<file path="src/rtl/button_event_unit_pkg.sv">
// Shared constants for the alarm-clock button front-end: button indices, event codes
// and a counter-width helper.
package button_event_unit_pkg;

  localparam int NUM_BTN = 5;

  localparam int BTN_C = 0;
  localparam int BTN_R = 1;
  localparam int BTN_L = 2;
  localparam int BTN_U = 3;
  localparam int BTN_D = 4;

  localparam logic [2:0] EVT_C = 3'd0;
  localparam logic [2:0] EVT_R = 3'd1;
  localparam logic [2:0] EVT_L = 3'd2;
  localparam logic [2:0] EVT_U = 3'd3;
  localparam logic [2:0] EVT_D = 3'd4;

  // Width able to hold n-1; never narrower than one bit.
  function automatic int cntWidth(input int n);
    return (n > 2) ? $clog2(n) : 1;
  endfunction

endpackage

</file>
<file path="src/rtl/button_event_unit_debounce.sv">
// btn_debounce: 2-flop synchroniser, debounce counter and level register for one button.
// reset is asynchronous and active-low.
module btn_debounce
  import button_event_unit_pkg::*;
#(
  parameter int DEB_CYCLES = 500000
) (
  input  logic clk,
  input  logic reset,
  input  logic i_raw,
  output logic o_level,
  output logic o_press
);

  localparam int DEB_W = cntWidth(DEB_CYCLES);
  localparam logic [DEB_W-1:0] DEB_LAST = DEB_W'(DEB_CYCLES - 1);

  logic r_sync1;
  logic r_sync2;
  logic r_level;
  logic r_press;
  logic [DEB_W-1:0] r_cnt;
  logic w_mismatch;

  assign w_mismatch = r_sync2 ^ r_level;

  // The level flips only after DEB_CYCLES consecutive mismatched edges, so the
  // counter never needs to count past DEB_LAST.
  always_ff @(posedge clk or negedge reset) begin
    if (!reset) begin
      r_sync1 <= 1'b0;
      r_sync2 <= 1'b0;
      r_level <= 1'b0;
      r_press <= 1'b0;
      r_cnt   <= '0;
    end else begin
      r_sync1 <= i_raw;
      r_sync2 <= r_sync1;
      r_press <= 1'b0;
      if (!w_mismatch) begin
        r_cnt <= '0;
      end else if (r_cnt == DEB_LAST) begin
        r_level <= r_sync2;
        r_press <= r_sync2;
        r_cnt   <= '0;
      end else begin
        r_cnt <= r_cnt + 1'b1;
      end
    end
  end

  assign o_level = r_level;
  assign o_press = r_press;

endmodule

</file>
<file path="src/rtl/button_event_unit.sv">
// button_event_unit: debounced buttons -> pending flags -> prioritised valid/ready events.
// Define AUTOREPEAT_EN to build hold/repeat strikes for U and D. reset is async active-low.
module button_event_unit
  import button_event_unit_pkg::*;
#(
  parameter int DEB_CYCLES    = 500000,
  parameter int HOLD_CYCLES   = 50000000,
  parameter int REPEAT_CYCLES = 15000000
) (
  input  logic               clk,
  input  logic               reset,
  input  logic [NUM_BTN-1:0] btn_raw,
  output logic [NUM_BTN-1:0] btn_level,
  output logic               evt_valid,
  output logic [2:0]         evt_code,
  input  logic               evt_ready
);

  logic [NUM_BTN-1:0] w_level;
  logic [NUM_BTN-1:0] w_press;
  logic [NUM_BTN-1:0] w_strike;
  logic [NUM_BTN-1:0] w_sel;
  logic [NUM_BTN-1:0] w_clear;
  logic [2:0]         w_code;
  logic [NUM_BTN-1:0] r_pend;

  for (genvar i = 0; i < NUM_BTN; i++) begin : gBtn
    btn_debounce #(.DEB_CYCLES(DEB_CYCLES)) uDeb (
      .clk     (clk),
      .reset   (reset),
      .i_raw   (btn_raw[i]),
      .o_level (w_level[i]),
      .o_press (w_press[i])
    );
  end

`ifdef AUTOREPEAT_EN
  localparam int HOLD_W = cntWidth(HOLD_CYCLES);
  localparam int RPT_W  = cntWidth(REPEAT_CYCLES);
  localparam logic [HOLD_W-1:0] HOLD_LAST = HOLD_W'(HOLD_CYCLES - 1);
  localparam logic [RPT_W-1:0]  RPT_LAST  = RPT_W'(REPEAT_CYCLES - 1);

  logic [1:0] w_rptStrike;

  // Hold counter saturates at HOLD_LAST for the first strike, then the repeat
  // counter takes over and reloads after every strike.
  for (genvar j = 0; j < 2; j++) begin : gRepeat
    localparam int B = BTN_U + j;
    logic [HOLD_W-1:0] r_hold;
    logic [RPT_W-1:0]  r_rpt;
    logic              r_rptPhase;

    assign w_rptStrike[j] = w_level[B] &&
                            (r_rptPhase ? (r_rpt == RPT_LAST) : (r_hold == HOLD_LAST));

    always_ff @(posedge clk or negedge reset) begin
      if (!reset) begin
        r_hold     <= '0;
        r_rpt      <= '0;
        r_rptPhase <= 1'b0;
      end else if (!w_level[B]) begin
        r_hold     <= '0;
        r_rpt      <= '0;
        r_rptPhase <= 1'b0;
      end else if (!r_rptPhase) begin
        if (r_hold == HOLD_LAST) begin
          r_rptPhase <= 1'b1;
          r_rpt      <= '0;
        end else begin
          r_hold <= r_hold + 1'b1;
        end
      end else if (r_rpt == RPT_LAST) begin
        r_rpt <= '0;
      end else begin
        r_rpt <= r_rpt + 1'b1;
      end
    end
  end

  assign w_strike = {w_rptStrike, 3'b000};
`else
  // No repeat hardware: strikes tie low whatever the hold/repeat parameters say.
  localparam bit NO_REPEAT = (HOLD_CYCLES >= 0) || (REPEAT_CYCLES >= 0) || 1'b1;
  assign w_strike = {NUM_BTN{~NO_REPEAT}};
`endif

  always_comb begin
    w_code = EVT_C;
    for (int i = NUM_BTN - 1; i >= 0; i--) begin
      if (r_pend[i]) w_code = 3'(i);
    end
  end

  assign w_sel   = r_pend & (~r_pend + 1'b1);
  assign w_clear = evt_ready ? w_sel : '0;

  // A set on the same edge as an acceptance wins, so nothing is lost.
  always_ff @(posedge clk or negedge reset) begin
    if (!reset) begin
      r_pend <= '0;
    end else begin
      r_pend <= (r_pend & ~w_clear) | w_press | w_strike;
    end
  end

  assign btn_level = w_level;
  assign evt_valid = |r_pend;
  assign evt_code  = w_code;

endmodule
</file>
<file path="config.mk">
export PLATFORM = sky130hd
export DESIGN_NAME = button_event_unit
export DESIGN_NICKNAME = d
export VERILOG_FILES = /design/src/rtl/button_event_unit_pkg.sv /design/src/rtl/button_event_unit_debounce.sv /design/src/rtl/button_event_unit.sv
export SDC_FILE = /design/constraint.sdc
export NUM_CORES = 1
export LEC_CHECK = 0
export ABC_AREA = 1
export CAP_MARGIN = 20
export CORE_ASPECT_RATIO = 1.1
export CORE_MARGIN = 2
export CORE_UTILIZATION = 42
export CTS_CLUSTER_SIZE = 28
export DETAILED_ROUTE_END_ITERATION = 10
export PLACE_DENSITY_LB_ADDON = 0.05
export SLEW_MARGIN = 20
export SYNTH_ARGS = -nofsm -noshare
export SYNTH_HDL_FRONTEND = slang
export SYNTH_HIERARCHICAL = 1
export SYNTH_SLANG_ARGS = --single-unit
</file>
<file path="constraint.sdc">
create_clock -name clk -period 2.6 [get_ports clk]
set_clock_uncertainty 0.05 [all_clocks]
set_input_delay 0.26 -clock clk [delete_from_list [all_inputs] [get_ports clk]]
set_output_delay 0.26 -clock clk [all_outputs]
set_load 0.02 [all_outputs]
</file>
==> results of run 1 <==
## sequential cells by signal, indices dropped and copies added, names as in the netlist
signal and count:
gBtn.uDeb/o_press 5, gBtn.uDeb/r_sync2 5, gBtn.uDeb/o_level 5, gBtn.uDeb/r_cnt 95, gBtn.uDeb/r_sync1 5, r_pend 5
## cell usage after synthesis (15+ instances only)
cell,n
nor2_1,163
nand2_1,127
dfrtp_1,120
inv_1,92
nand3_1,63
xor2_1,30
nor2_2,21
nand2_2,20
a21oi_1,16
nor2_4,16
nor3_1,15
o21ai_1,15
## area by class of cell
class                      instances  share of cell area, %
timing repair buffer              19                   2.63
multi-input combinational        554                   40.0
clock buffer                      18                   5.91
inverter                         103                   5.37
tap                              196                   3.30
clock inverter                    13                   2.41
sequential                       120                   40.4
## worst paths after layout
| kind | end | depth (start not counted) | slack, ns |
|---|---|---|---|
| max | evt_code[2] | 4 | 0.48 |
| min | gBtn[2].uDeb/r_sync1 | 1 | 0.23 |
| max reg2reg | gBtn[4].uDeb/r_cnt[5] | 6 | 1.09 |
| min reg2reg | gBtn[3].uDeb/r_sync2 | 0 | 0.29 |
| max in group asynchronous | gBtn[1].uDeb/r_cnt[15] | 3 | 1.29 |
| min in group asynchronous | gBtn[0].uDeb/r_cnt[5] | 2 | 0.35 |
## metal layers
metal  wire length (µm)  part of all wire (%)  track usage (%)  vias to the layer above
met1               5930                    47             22.2                     2292
met4                174                   1.4             6.07                        0
met3                366                   2.9             4.75                       14
met2               6220                    49             28.8                       63
li1                   -                     -                -                     2504
met5                  0                     0                0                        -
## cells by family (layout without fill, tap and decap cells)
| group | after synthesis | after routing |
|---|---|---|
| fa+ha+maj | 5 | 5 |
| buf+inv | 103 | 153 |
| simple gates | 455 | 455 |
| compound gates | 49 | 49 |
| flops | 120 | 120 |
| xor+xnor | 45 | 45 |
## where the power goes
part / switching (mW) / total, mW / internal [mW]
Clock: 0.848 / 2.46 / 1.62
Combinational: 0.0975 / 0.140 / 0.0423
Sequential: 0.0169 / 1.91 / 1.90
Total: 0.963 / 4.52 / 3.55
## critical path, delay by kind of cell, from the launching register on
kind / cells / cell delay [ns]
flip-flops: 1 / 0.40
AND/OR/NAND/NOR: 3 / 0.38
buffers and inverters: 1 / 0.63
## per-stage QoR
| stage | std cells | setup slack (ns) | power (mW) | hold WS, ns |
|---|---|---|---|---|
| finish | 1023 | 0.482 | 4.52 | 0.233 |
| global route | 1023 | 0.360 | 4.70 | 0.224 |
| detailed placement | 991 | 0.858 | 2.09 | 0.266 |
| global placement | 991 | 0.848 | 2.09 | 0.259 |
| CTS | 1023 | 0.411 | 4.58 | 0.216 |
| floorplan | 777 | 1.30 | 2.01 | -0.0856 |
==> results.py, run 1 <==
metrics = {
    "run_status": {
        "status": "completed",
    },
    "clock_network": {
        "root_buffer": "clkbuf_16",
        "clockBufferDepth": 2,
        "htree_levels": 4,
        "clock-sinks": 120,
        "cts_resized": 0,
        "postCtsSetupBuffers": 0,
        "path_clk_slew_ns": 0.05,
        "cts_hold_buf": 1,
        "cts_tree": "yes",
        "clock_latency_ns": 0.41,
        "cts_buffers": 17,
    },
    "flow_run": {
        "maxCapViolations": 0,
    },
    "layout": {
        "syn_to_final_growth_pct": 16.6,
        "drive_above_1_share_pct": 15.5,
        "multiInputGateArea_mm2": 0.00297,
        "postLayoutCoreUtil_pct": 49.7,
        "antenna_cells": 0,
        "regArea_mm2": 0.00300,
        "design_area_mm2": 0.00743,
        "final_common_cell": "nor2_1",
        "fin_nets": 828,
        "layout_common_cells": "nor2_1, nand2_1, dfrtp_1",
        "fill_cells": 1497,
    },
    "placement": {
        "place_congestion": 0.848,
        "numPortBuffers": 16,
        "place_hpwl_um": 9250,
        "placed_area_mm2": 0.00680,
    },
    "floorplan": {
        "fp.dieW_um": 121,
        "start_util_pct": 42.7,
        "io_pins": 17,
        "die_h_um": 133,
        "fp-row-count": 47,
        "dieArea_mm2": 0.0162,
        "core-area_mm2": 0.0149,
    },
    "setup_path": {
        "cp_cell_sequence": "nor2_2, nand2_1, nor2_1, clkdlybuf4s50_1",
        "slowest_delay_ns": 0.63,
        "critPathArrivalTime_ns": 1.81,
        "crit_path_top_delay_cell": "clkdlybuf4s50_1",
        "reg2reg_from": "gBtn[4].uDeb/r_cnt[0]",
        "cp_max_fo": 4,
        "worstSetupEndpointType": "output port",
        "worst_setup_path_start_kind": "flip-flop",
        "crit_required_ns": 2.29,
        "crit_start": "r_pend[2]",
        "path_class": "flip-flop to output port",
    },
    "worst_hold_path": {
        "min_path_type": "input port to flip-flop",
        "hold_start": "btn_raw[2]",
    },
    "routing": {
        "vias": 4873,
        "route.detailed.drc": 0,
        "drt_first_pass_iters": 4,
        "post_drt_via_cell_ratio": 4.76,
        "drt-initial-drc-count": 287,
        "totalWireLength_um": 12700,
        "postRouteAntennaNets": 0,
        "wl_per_cell_um": 12.4,
    },
    "logic_synthesis": {
        "yosys.cell_types.count": 26,
        "synth_adder_area_share_pct": 0.982,
        "synth_seq_area_share_pct": 47.1,
        "yosysTopAreaCell": "dfrtp_1",
        "netlist.area_leader.share_pct": 47.1,
        "synth-simple-area-share_pct": 34.7,
        "synth-compound-area-share_pct": 4.18,
        "synth_top_family_by_area": "simple AND/OR/NAND/NOR gates",
        "synth_ff_type": "dfrtp_1",
        "ys_ff_latch": 120,
        "avgSynthCellArea_um2": 8.20,
        "ys.warnings.count": 6,
        "postSynthCellCount": 777,
        "synth_mux_area_share_pct": 0,
        "synth_edf_count": 0,
        "synthTopCellsByArea": "dfrtp_1, nor2_1, nand2_1, inv_1, nand3_1",
        "synthXorXnorAreaFrac_pct": 6.77,
        "synth.cell_area_mm2": 0.00637,
        "syn-num-nets": 790,
        "async_reset_ff_share_pct": 100,
    },
    "pwr": {
        "leakagePower_nw": 3.24,
        "power_density_mw_per_mm2": 608,
        "ir_worst_vdd_mv": 0.433,
    },
    "timing": {
        "min_period_ns": 2.12,
        "timing.final.max_slew_violations": 0,
        "max_freq_mhz": 472,
        "slew_headroom_pct": 60.9,
        "finalSetupTns_ns": 0,
        "tightest_slew_ns": 0.586,
        "finalHoldViolations": 0,
        "setup_viol": 0,
        "rsz0062_at_grt": "no",
        "period_share_pct": 81.4,
    },
    "grt": {
        "grt_max_degree": 46,
        "antenna_found_initial": 0,
        "grtUsageTotal_pct": 17.5,
        "grt_remaining_overflow": 0,
        "first_global_vias": 4978,
        "grt_pass1_wl_um": 22900,
    },
}
Note: power is estimated with default switching activity, not from simulation.
==> run 2, diff against run 1 <==
Clock period 2.6 ns to 1.73 ns, I/O delays scaled along.
==> run 2 against run 1 <==
Critical path depth did not move. Sequential share of layout area fell by 0.32 points. Final cell count barely moved. Sequential cell count did not move. Worst hold slack got worse by 0.088 ns. Global-route usage fell by 0.28 points. Combinational power rose by 52%. Non-clock buffer count did not move. Clock power rose by 66%. Worst setup slack got worse by 0.36 ns. Total power rose by 59%. Largest cell class unchanged. Largest power group unchanged.
==> results.py, run 2 (same netlist as run 1, synthesis figures left out) <==
metrics = {
    "worst_hold_path": {
        "min_path_type": "input port to flip-flop",
        "holdPathStages": 1,
        "min_to": "gBtn[4].uDeb/r_sync1",
        "hold_start": "btn_raw[4]",
    },
    "setup_path": {
        "cp_num_cells": 4,
        "path_buf_inv": 1,
        "cp_cell_sequence": "nor2_4, nand2_1, nor2_1, buf_2",
        "reg2reg_slack_ns": 0.22,
        "crit_required_ns": 1.51,
        "slowest_delay_ns": 0.41,
        "path_class": "flip-flop to output port",
        "reg2regPathDepth": 6,
        "critPathArrivalTime_ns": 1.38,
        "worstSetupEndpointType": "output port",
        "crit_path_top_delay_cell": "dfrtp_1",
        "cp_max_fo": 4,
        "worst_setup_path_start_kind": "flip-flop",
        "reg2reg_from": "gBtn[1].uDeb/r_cnt[0]",
        "reg2reg_to": "gBtn[1].uDeb/r_cnt[3]",
        "cp_top_family": "flip-flops",
    },
    "placement": {
        "numPortBuffers": 16,
        "place_congestion": 0.870,
        "dp_slack_ns": 0.0514,
        "dp_cells": 991,
        "placed_area_mm2": 0.00682,
        "place_hpwl_um": 9170,
    },
    "layout": {
        "fin_cells": 1024,
        "final_common_cell": "nor2_1",
        "fill_cells": 1494,
        "antenna_cells": 0,
        "drive_above_1_share_pct": 15.9,
        "syn_to_final_growth_pct": 17.6,
        "fin_nets": 828,
        "largest_register_ffs": 95,
        "layout_common_cells": "nor2_1, nand2_1, dfrtp_1",
        "regArea_mm2": 0.00300,
        "design_area_mm2": 0.00749,
        "multiInputGateArea_mm2": 0.00298,
        "postLayoutCoreUtil_pct": 50.2,
        "registers.top_by_ff_count": "gBtn.uDeb/r_cnt",
    },
    "grt": {
        "grt_max_degree": 67,
        "first_global_vias": 4914,
        "grtUsageTotal_pct": 17.2,
        "grt_remaining_overflow": 0,
        "grt_pass1_wl_um": 22400,
        "antenna_found_initial": 0,
    },
    "timing": {
        "fin_hold_ws_ns": 0.145,
        "finalSetupTns_ns": 0,
        "min_period_ns": 1.61,
        "tightest_slew_ns": 0.405,
        "timing.final.max_slew_violations": 0,
        "setup_ws_ns": 0.123,
        "period_share_pct": 92.9,
        "slew_headroom_pct": 73.0,
        "finalHoldViolations": 0,
        "rsz0062_at_grt": "no",
        "setup_viol": 0,
        "max_freq_mhz": 622,
    },
    "routing": {
        "wl_per_cell_um": 12.3,
        "totalWireLength_um": 12600,
        "drt_first_pass_iters": 4,
        "drt-initial-drc-count": 288,
        "postRouteAntennaNets": 0,
        "vias": 4877,
        "route.detailed.drc": 0,
        "post_drt_via_cell_ratio": 4.76,
    },
    "flow_run": {
        "maxCapViolations": 0,
    },
    "clock_network": {
        "path_clk_slew_ns": 0.05,
        "cts_tree": "yes",
        "root_buffer": "clkbuf_16",
        "clockBufferDepth": 2,
        "clock_latency_ns": 0.41,
        "htree_levels": 4,
        "cts_buffers": 17,
        "clock-sinks": 120,
        "postCtsSetupBuffers": 0,
    },
    "floorplan": {
        "fp.dieW_um": 121,
        "fp-row-count": 47,
        "dieArea_mm2": 0.0162,
        "io_pins": 17,
        "die_h_um": 133,
        "core-area_mm2": 0.0149,
        "start_util_pct": 42.7,
    },
    "pwr": {
        "leakagePower_nw": 3.32,
        "power_density_mw_per_mm2": 957,
        "total_power_mw": 7.17,
        "ir_worst_vdd_mv": 0.630,
    },
    "run_status": {
        "status": "completed",
    },
}
==> run 2: cell count changes in the layout (fill, tap and decap cells not counted), moves of 2 or more <==
cell | before | now
buf_2 | 0 | 2
bufinv_16 | 4 | 6
clkbuf_2 | 0 | 2
clkbuf_8 | 1 | 3
clkdlybuf4s50_1 | 15 | 6
clkinv_2 | 4 | 1
dlygate4sd2_1 | 0 | 5
==> run 2: layer usage <==
| metal | routed length, µm | global-route usage (%) | share of wire (%) |
|---|---|---|---|
| met5 | 0 | 0 | 0 |
| met4 | 74 | 5.49 | 0.59 |
| met3 | 295 | 4.88 | 2.3 |
| met2 | 6170 | 28.1 | 49 |
| met1 | 6010 | 22.2 | 48 |
==> run 2: how the worst max path moves through the flow <==
stage	from	slack (ns)	to
final	r_pend[1]	0.12	evt_code[2]
after global routing	r_pend[2]	0.04	evt_code[2]
after CTS	r_pend[0]	0.002	evt_code[1]
after detailed placement	r_pend[2]	0.05	evt_code[2]
after global placement	r_pend[2]	0.07	evt_code[2]
after floorplan	gBtn[0].uDeb/r_cnt[0]	0.43	gBtn[0].uDeb/r_cnt[18]
==> run 2: what timing repair did <==
| action | CTS | global route |
|---|---|---|
| pin swaps | 0 | 0 |
| gates resized for setup | 15 | 5 |
| endpoints found under the setup margin | 9 | 4 |
| hold buffers | 1 | 0 |
| endpoints found under the hold margin | 120 | 0 |
==> run 2: cell type report <==
| cell class | count | share of cell area [%] |
|---|---|---|
| sequential | 120 | 40.1 |
| clock inverter | 11 | 2.89 |
| tap | 196 | 3.27 |
| multi-input combinational | 554 | 39.7 |
| timing repair buffer | 19 | 2.42 |
| clock buffer | 21 | 6.28 |
| inverter | 103 | 5.33 |
==> run 2: power by group <==
group	internal (mW)	switching [mW]	total, mW
registers	2.85	0.0258	2.87
logic	0.0666	0.146	0.213
clock network	2.82	1.27	4.09
total	5.73	1.44	7.17
